## src/rtl/fetch_queue_stage_if.sv

```systemverilog
// Fetch-queue stage bus: instruction memory port, branch predictor lookup,
// execute-stage redirect and the decode-side valid/ready handshake.
// The master modport is the fetch stage itself; slave is its environment.
interface fetch_queue_stage_if #(
    parameter int unsigned PC_WIDTH   = 32,
    parameter int unsigned INST_WIDTH = 32
);
    logic [PC_WIDTH-1:0]   imem_addr;
    logic [INST_WIDTH-1:0] imem_rdata;
    logic                  pred_taken;
    logic [PC_WIDTH-1:0]   pred_target;
    logic                  redirect_valid;
    logic [PC_WIDTH-1:0]   redirect_pc;
    logic                  out_valid;
    logic                  out_ready;
    logic [PC_WIDTH-1:0]   out_pc;
    logic [INST_WIDTH-1:0] out_inst;
    logic                  out_pred_taken;

    modport master (
        output imem_addr,
        input  imem_rdata,
        input  pred_taken,
        input  pred_target,
        input  redirect_valid,
        input  redirect_pc,
        output out_valid,
        input  out_ready,
        output out_pc,
        output out_inst,
        output out_pred_taken
    );

    modport slave (
        input  imem_addr,
        output imem_rdata,
        output pred_taken,
        output pred_target,
        output redirect_valid,
        output redirect_pc,
        input  out_valid,
        output out_ready,
        input  out_pc,
        input  out_inst,
        input  out_pred_taken
    );
endinterface

```

## src/rtl/fetch_queue_stage.sv

```systemverilog
// Fetch stage: PC generator feeding a circular instruction queue that sits
// between an asynchronous-read instruction memory and decode. Predicted-taken
// control transfers redirect the PC in the same cycle; an execute redirect
// flushes the queue. Optional macro FETCH_PERF_COUNTERS_EN adds saturating
// fetched / flushed / full-cycle counters.
module fetch_queue_stage #(
    parameter int unsigned          PC_WIDTH    = 32,
    parameter int unsigned          INST_WIDTH  = 32,
    parameter int unsigned          QUEUE_DEPTH = 4,
    parameter logic [PC_WIDTH-1:0]  RESET_PC    = '0
) (
    input  logic                       clk,
    input  logic                       rst,
    fetch_queue_stage_if.master        bus
`ifdef FETCH_PERF_COUNTERS_EN
    ,
    output logic [31:0]                perf_fetched,
    output logic [31:0]                perf_flushed,
    output logic [31:0]                perf_full_cycles
`endif
);

    localparam int unsigned PTR_W = (QUEUE_DEPTH > 1) ? $clog2(QUEUE_DEPTH) : 1;
    localparam int unsigned CNT_W = PTR_W + 1;
    localparam logic [CNT_W-1:0] DEPTH_C = CNT_W'(QUEUE_DEPTH);

    // Control state
    logic [PC_WIDTH-1:0] pc_q,     pc_d;
    logic [PTR_W-1:0]    rd_ptr_q, rd_ptr_d;
    logic [PTR_W-1:0]    wr_ptr_q, wr_ptr_d;
    logic [CNT_W-1:0]    count_q,  count_d;

    // Queue storage (data only, never reset: pointers/count define validity)
    logic [PC_WIDTH-1:0]   pc_mem_q   [QUEUE_DEPTH];
    logic [INST_WIDTH-1:0] inst_mem_q [QUEUE_DEPTH];
    logic                  pt_mem_q   [QUEUE_DEPTH];

    logic                is_ctrl;
    logic                taken;
    logic                full;
    logic                push;
    logic                pop;
    logic [PC_WIDTH-1:0] seq_pc;
    logic [PC_WIDTH-1:0] tgt_pc;
    logic [PC_WIDTH-1:0] redir_pc;

    // Low bits of the target buses are discarded by word alignment.
    logic unused_bits;
    assign unused_bits = ^{bus.pred_target[1:0], bus.redirect_pc[1:0]};

    // Decode the opcode to see whether the predictor's opinion applies
    always_comb begin
        is_ctrl = 1'b0;
        unique case (bus.imem_rdata[6:0])
            7'b1100011,
            7'b1100111,
            7'b1101111: is_ctrl = 1'b1;
            default:    is_ctrl = 1'b0;
        endcase
    end

    assign taken    = is_ctrl & bus.pred_taken;
    assign full     = (count_q == DEPTH_C);
    assign push     = !rst & !bus.redirect_valid & !full;
    assign pop      = bus.out_valid & bus.out_ready & !bus.redirect_valid;
    assign seq_pc   = pc_q + PC_WIDTH'(4);
    assign tgt_pc   = {bus.pred_target[PC_WIDTH-1:2], 2'b00};
    assign redir_pc = {bus.redirect_pc[PC_WIDTH-1:2], 2'b00};

    // Head of queue drives decode directly; a redirect hides it this cycle
    always_comb begin
        bus.imem_addr      = pc_q;
        bus.out_valid      = (count_q != '0) & !bus.redirect_valid;
        bus.out_pc         = pc_mem_q[rd_ptr_q];
        bus.out_inst       = inst_mem_q[rd_ptr_q];
        bus.out_pred_taken = pt_mem_q[rd_ptr_q];
    end

    // Next-state for PC, pointers and occupancy
    always_comb begin
        pc_d     = pc_q;
        rd_ptr_d = rd_ptr_q;
        wr_ptr_d = wr_ptr_q;
        count_d  = count_q;
        if (bus.redirect_valid) begin
            pc_d     = redir_pc;
            rd_ptr_d = '0;
            wr_ptr_d = '0;
            count_d  = '0;
        end else begin
            if (push) begin
                pc_d     = taken ? tgt_pc : seq_pc;
                wr_ptr_d = wr_ptr_q + PTR_W'(1);
            end
            if (pop) begin
                rd_ptr_d = rd_ptr_q + PTR_W'(1);
            end
            count_d = count_q + CNT_W'(push) - CNT_W'(pop);
        end
    end

    // Control registers with synchronous reset taking priority
    always_ff @(posedge clk) begin
        if (rst) begin
            pc_q     <= RESET_PC;
            rd_ptr_q <= '0;
            wr_ptr_q <= '0;
            count_q  <= '0;
        end else begin
            pc_q     <= pc_d;
            rd_ptr_q <= rd_ptr_d;
            wr_ptr_q <= wr_ptr_d;
            count_q  <= count_d;
        end
    end

    // Write the fetched entry into the slot at the write pointer
    always_ff @(posedge clk) begin
        if (push) begin
            pc_mem_q[wr_ptr_q]   <= pc_q;
            inst_mem_q[wr_ptr_q] <= bus.imem_rdata;
            pt_mem_q[wr_ptr_q]   <= taken;
        end
    end

`ifdef FETCH_PERF_COUNTERS_EN
    // Saturating 32-bit accumulate
    function automatic logic [31:0] sat_add(input logic [31:0] a, input logic [31:0] b);
        logic [32:0] s;
        s = {1'b0, a} + {1'b0, b};
        return s[32] ? '1 : s[31:0];
    endfunction

    logic [31:0] perf_fetched_q,     perf_fetched_d;
    logic [31:0] perf_flushed_q,     perf_flushed_d;
    logic [31:0] perf_full_cycles_q, perf_full_cycles_d;

    // Counter next-state: flushed accumulates the occupancy thrown away
    always_comb begin
        perf_fetched_d     = perf_fetched_q;
        perf_flushed_d     = perf_flushed_q;
        perf_full_cycles_d = perf_full_cycles_q;
        if (push) begin
            perf_fetched_d = sat_add(perf_fetched_q, 32'd1);
        end
        if (bus.redirect_valid) begin
            perf_flushed_d = sat_add(perf_flushed_q, 32'(count_q));
        end
        if (full) begin
            perf_full_cycles_d = sat_add(perf_full_cycles_q, 32'd1);
        end
    end

    // Counter registers
    always_ff @(posedge clk) begin
        if (rst) begin
            perf_fetched_q     <= '0;
            perf_flushed_q     <= '0;
            perf_full_cycles_q <= '0;
        end else begin
            perf_fetched_q     <= perf_fetched_d;
            perf_flushed_q     <= perf_flushed_d;
            perf_full_cycles_q <= perf_full_cycles_d;
        end
    end

    assign perf_fetched     = perf_fetched_q;
    assign perf_flushed     = perf_flushed_q;
    assign perf_full_cycles = perf_full_cycles_q;
`endif

endmodule

```

## src/flat_wrapper.sv

```systemverilog
// flat-port wrapper written by rule: the top's interface ports become plain ports
module fetch_queue_stage_flat 
#(
    parameter int unsigned          PC_WIDTH    = 32,
    parameter int unsigned          INST_WIDTH  = 32,
    parameter int unsigned          QUEUE_DEPTH = 4,
    parameter logic [PC_WIDTH-1:0]  RESET_PC    = '0
)
  (clk, rst, bus_imem_addr, bus_imem_rdata, bus_pred_taken, bus_pred_target, bus_redirect_valid, bus_redirect_pc, bus_out_valid, bus_out_ready, bus_out_pc, bus_out_inst, bus_out_pred_taken);
  fetch_queue_stage_if #(.PC_WIDTH(PC_WIDTH), .INST_WIDTH(INST_WIDTH)) bus_i ();
  input  logic clk;
  input  logic rst;
  output wire logic [$bits(bus_i.imem_addr)-1:0] bus_imem_addr;
  input wire logic [$bits(bus_i.imem_rdata)-1:0] bus_imem_rdata;
  input wire logic [$bits(bus_i.pred_taken)-1:0] bus_pred_taken;
  input wire logic [$bits(bus_i.pred_target)-1:0] bus_pred_target;
  input wire logic [$bits(bus_i.redirect_valid)-1:0] bus_redirect_valid;
  input wire logic [$bits(bus_i.redirect_pc)-1:0] bus_redirect_pc;
  output wire logic [$bits(bus_i.out_valid)-1:0] bus_out_valid;
  input wire logic [$bits(bus_i.out_ready)-1:0] bus_out_ready;
  output wire logic [$bits(bus_i.out_pc)-1:0] bus_out_pc;
  output wire logic [$bits(bus_i.out_inst)-1:0] bus_out_inst;
  output wire logic [$bits(bus_i.out_pred_taken)-1:0] bus_out_pred_taken;
  assign bus_imem_addr = bus_i.imem_addr;
  assign bus_i.imem_rdata = bus_imem_rdata;
  assign bus_i.pred_taken = bus_pred_taken;
  assign bus_i.pred_target = bus_pred_target;
  assign bus_i.redirect_valid = bus_redirect_valid;
  assign bus_i.redirect_pc = bus_redirect_pc;
  assign bus_out_valid = bus_i.out_valid;
  assign bus_i.out_ready = bus_out_ready;
  assign bus_out_pc = bus_i.out_pc;
  assign bus_out_inst = bus_i.out_inst;
  assign bus_out_pred_taken = bus_i.out_pred_taken;
  fetch_queue_stage #(.PC_WIDTH(PC_WIDTH), .INST_WIDTH(INST_WIDTH), .QUEUE_DEPTH(QUEUE_DEPTH), .RESET_PC(RESET_PC)) u_core (.clk(clk), .rst(rst), .bus(bus_i));
endmodule
```

## config.mk

```make
export PLATFORM = sky130hd
export DESIGN_NAME = fetch_queue_stage_flat
export DESIGN_NICKNAME = d
export VERILOG_FILES = /design/src/rtl/fetch_queue_stage_if.sv /design/src/rtl/fetch_queue_stage.sv /design/src/flat_wrapper.sv
export SDC_FILE = /design/constraint.sdc
export NUM_CORES = 1
export LEC_CHECK = 0
export CORE_MARGIN = 4
export CORE_UTILIZATION = 25
export DETAILED_ROUTE_END_ITERATION = 10
export HOLD_SLACK_MARGIN = 0.1
export PLACE_DENSITY = 0.42
export SLEW_MARGIN = 5
export SYNTH_ARGS = -nofsm -noshare
export SYNTH_HDL_FRONTEND = slang
export SYNTH_SLANG_ARGS = --single-unit
```

## constraint.sdc

```tcl
create_clock -name clk -period 3.74 [get_ports clk]
set_input_delay 0.935 -clock clk [delete_from_list [all_inputs] [get_ports clk]]
set_output_delay 0.935 -clock clk [all_outputs]
set_load 0.02 [all_outputs]
```

======== After elaboration in Yosys (flattened, before gate mapping) ========
Memories as Yosys holds them, arrays and structs flattened. A register that Yosys moved wholly into a read port is not among the register bits.
Index checks and enable logic that the tools add are counted.
cells by class
  add/subtract/negate cells ............... 5
  eq/ne operators ......................... 4
  mux-type cells .......................... 12
  bitwise operators ....................... 6
  reductions and logical operators ........ 7
operators with widths
  cell                                           number
  two-way mux 32 bit                             3
  adder 32 x 3 -> 32 bit, second input constant  1
  equality test 7 bit, second input constant     3
  two-way mux 2 bit                              6
  bitwise AND 1 bit                              6
  adder 2 x 1 -> 2 bit, second input constant    2
  adder 3 x 1 -> 3 bit                           1
  equality test 3 bit, second input constant     1
  zero test 1 bit                                3
  two-way mux 1 bit                              3
  nonzero test 3 bit                             1
  OR reduction 3 bit                             1
  subtractor 3 x 1 -> 3 bit                      1
  nonzero test 2 bit                             1
  OR reduction 2 bit                             1
word-level totals
  flip-flop bits (word level) ............. 39
  RAM bits ................................ 260
  output and inout bits ................... 98
  logic and storage cells ................. 42
  memories kept ........................... 3
memory list
  name               depth  bits a word  rd ports  clocked after Yosys merged registers in  write ports  line                     source
  u_core.inst_mem_q  4      32           1         1                                        1            fetch_queue_stage.sv:35  logic [INST_WIDTH-1:0] inst_mem_q [QUEUE_DEPTH];
  u_core.pc_mem_q    4      32           1         1                                        1            fetch_queue_stage.sv:34  logic [PC_WIDTH-1:0] pc_mem_q [QUEUE_DEPTH];
  u_core.pt_mem_q    4      1            1         1                                        1            fetch_queue_stage.sv:36  logic pt_mem_q [QUEUE_DEPTH];

======== Logic depth before layout (Yosys ltp) ========
  word-level depth ........................ 7
  depth in mapped cells ................... 11
  mapped depth without buffers ............ 10

======== Worst setup path after synthesis ========
OpenSTA, ideal clock, no wires.
  kind .................................... input to register
  start point ............................. input bus_redirect_valid
  end point ............................... memory u_core.inst_mem_q[0][0], enable pin
  setup time .............................. 0.430 ns
  data arrival time ....................... 2.960 ns
  data required time ...................... 3.310 ns
  path slack .............................. 0.349 ns
  stages on the path ...................... 3
  buffers on the path ..................... 1
  cells stage by stage .................... buf_2 -> nor2_1 -> and3_1
on the way
  cells in the longest elaborated chain, start to end .. 5
RTL lines
  what                                     line                      source
  start: declaration                       flat_wrapper.sv:17        input wire logic [$bits(bus_i.redirect_valid)-1:0] bus_redirect_valid;
  zero test 1 bit                          fetch_queue_stage.sv:64   assign push = !rst & !bus.redirect_valid & !full;
  bitwise AND 1 bit (2 in series)          fetch_queue_stage.sv:64
  two-way mux 1 bit                        fetch_queue_stage.sv:119  if (push) begin
  two-way mux 1 bit (not written as such)  fetch_queue_stage.sv:121  inst_mem_q[wr_ptr_q] <= bus.imem_rdata;
  end: declaration                         fetch_queue_stage.sv:35
No other way between the ends.

==> impl_metrics.toml <==
[status]
status = "complete, no violations"

[cells_and_area]
multi_input_area_um2 = 3220
fin_util = 0.338
regArea_um2 = 8640
final_cells = 1552
fin_nets = 1017
syn_to_final_growth_pct = 34.1
design_area_um2 = 16100
drive_gt1_frac = 0.190
fillers = 4641

[floorplan]
io_pins = 199
fp.dieW_um = 227
initial_core_util = 0.252
rows = 80
die_height_um = 227
die-area_um2 = 51700
core_area_um2 = 47600

[clock_tree]
post-cts-setup-buffer-count = 0
insertion_delay_ns = 0.53
cts_buffer_depth = 3
cts_resized = 0
tritoncts_num_sinks = 301
cts_root_buf = "clkbuf_16"
cts_made_buffers = 36
clk_pin_slew_worst_paths_ns = 0.06
holdBufCountCts = 0
h-tree-depth = 2
cts_tree = "done"

[detailed_routing]
drt_wl_total_mm = 34.4
drtPass1Iterations = 4
vias = 6987
avgViaCountPerCell = 4.50
first_iter_violations = 399
wire_per_inst_um = 22.1
antenna_left = 0
drc = 0

[critical_path]
rrSetupSlack_ns = 1.33
arrival_ns = 2.54
cp_max_fo = 17
r2r-end = "u_core.count_q[2]"
rr_startpoint = "u_core.count_q[2]"
crit_required_ns = 2.80
crit_type = "register to output port"
r2r_cells = 11
endpoint_kind = "output port"
start_kind = "register"

[place]
io_buffers = 194
routabilityCongestion = 0.725
placed_cells = 1485
dpl_cell_area_um2 = 15000
dpl.hpwl_mm = 22.4

[synth]
async_flop_share = 0
syn-mean-instance-area_um2 = 17.8
synth_edf_count = 260
synth_area_um2 = 12000
yosysMostFrequentCell = "edfxtp_1"
synth_area_leader_cell = "edfxtp_1"
synth.top_cell.area_share = 0.649
ys_ff_latch = 301
synth_commonest_cells = "edfxtp_1, mux4_2, dfxtp_1"
seq_area_frac_synth = 0.718
ys_types = 59
synthFlopType = "edfxtp_1"
synthCells = 674
synth.area.top_cells = "edfxtp_1, mux4_2, dfxtp_1"
synth_nets = 783
yosysWarnings = 0

[sta]
setup_violations = 0
rsz0062_at_grt = "false"
relSlewSlack = 0.478
hold_viol = 0
maxSlewViolCount = 0
tns_ns = 0
fin_crit_ns = 3.48
worst_pin_slew_ns = 0.782
max_freq_mhz = 288
period_share = 0.930
worst_clock_skew_ns = 0.0131

[power]
p_total_mw = 7.76
vdd_drop_max_mv = 0.227
leakagePower_nw = 5.16
power_density_nw_per_um2 = 481

[min_path]
min_path_type = "register to register"
min_to = "u_core.wr_ptr_q[1]"
worstHoldPathCells = 2
hold_start = "u_core.wr_ptr_q[1]"

[grt]
grt_use_total = 0.132
grt_overflow_total = 0
grt_max_degree = 44
grt_antenna_before_repair = 1
grt_pass1_vias = 7513
grt_pass1_wl_mm = 50.6

[run]
drv_cap = 0
==> cell families after synthesis <==
kind of cell / Yosys count / synth area share
DFF: 301 / 0.718
and+or+nand+nor: 133 / 0.0642
AOI/OAI and AO/OA: 87 / 0.0452
muxes: 72 / 0.128
buffers and inverters: 45 / 0.0159
xor gates and xnor gates: 28 / 0.0204
adders and majority gates: 8 / 0.00895
==> report_power, final <==
| group | internal [mW] | switching (mW) | leakage [nW] |
|---|---|---|---|
| combinational | 0.293 | 0.292 | 1.91 |
| clock | 1.98 | 1.39 | 0.552 |
| sequential | 3.74 | 0.0708 | 2.70 |
==> per-layer routing <==
layer | routed length, µm | vias to the layer above | global-route usage | part of all wire
met5 | 13 | - | 0 | 0.00038
met4 | 629 | 2 | 0.0318 | 0.018
met3 | 1970 | 47 | 0.0360 | 0.057
met2 | 16100 | 195 | 0.213 | 0.47
met1 | 15700 | 3547 | 0.180 | 0.46
li1 | - | 3196 | - | -
==> registers in the layout, summed over array words and instances (netlist names), named ones only <==
name,cells
u_core.count_q,3
u_core.rd_ptr_q,2
u_core.pc_mem_q,128
u_core.bus.imem_addr,32
u_core.wr_ptr_q,2
u_core.inst_mem_q,128
u_core.pt_mem_q,4
==> through the flow <==
step                worst slack [ns]  hold slack (ns)
floorplan                      0.349            0.465
global placement               0.564            0.486
detailed placement             0.513            0.495
CTS                            0.155            0.503
global route                   0.105            0.548
finish                         0.263            0.510
==> placed cells by master (no fill, tap or decap), types with 3 or more instances in the layout <==
cell type | Yosys | layout
a31oi_1 | 4 | 4
nor3b_1 | 4 | 4
nor4_1 | 3 | 3
or3_1 | 3 | 3
edfxtp_1 | 260 | 260
nand3_1 | 10 | 10
mux4_2 | 65 | 65
clkinv_2 | 0 | 7
clkdlybuf4s50_1 | 0 | 193
inv_1 | 11 | 11
xnor2_1 | 20 | 20
mux2i_1 | 6 | 6
clkbuf_16 | 0 | 37
a221oi_1 | 6 | 6
buf_4 | 2 | 24
nand4_1 | 7 | 7
nand2_1 | 36 | 36
o21ai_0 | 21 | 21
clkbuf_1 | 14 | 6
ha_1 | 7 | 7
and3_4 | 0 | 4
nand3b_1 | 4 | 4
dfxtp_1 | 41 | 39
buf_12 | 0 | 10
and3_1 | 12 | 8
xor2_1 | 8 | 8
clkinv_1 | 0 | 8
nor2_1 | 20 | 20
o22ai_1 | 8 | 8
inv_6 | 0 | 3
and4_1 | 3 | 3
a21oi_1 | 28 | 28
nor3_1 | 13 | 13
==> critical path, cell delays in order, from the launching register on <==
cell and delay (ns):
dfxtp_4 0.46, buf_4 0.39, mux4_2 0.57, clkdlybuf4s50_1 0.56
==> worst max path at each step <==
| stage | endpoint | slack [ns] | depth (start not counted) |
|---|---|---|---|
| after floorplan | u_core.inst_mem_q[0][0] | 0.35 | 3 |
| after global placement | u_core.bus.imem_addr[21] | 0.56 | 7 |
| after detailed placement | u_core.bus.imem_addr[21] | 0.51 | 7 |
| after CTS | bus_out_inst[31] | 0.15 | 3 |
| after global routing | bus_out_inst[20] | 0.10 | 3 |
| final | bus_out_inst[12] | 0.26 | 3 |
==> cell type report <==
type                    count  share of cell area
multi-input cells         328               0.200
flip-flops and latches    301               0.536
inverters                  13             0.00303
clock buffers              44              0.0597
well taps                 615              0.0477
diodes                      1            0.000155
clock inverters            22              0.0103
repair buffers            228               0.144
Note: power is estimated with default switching activity, not from simulation.
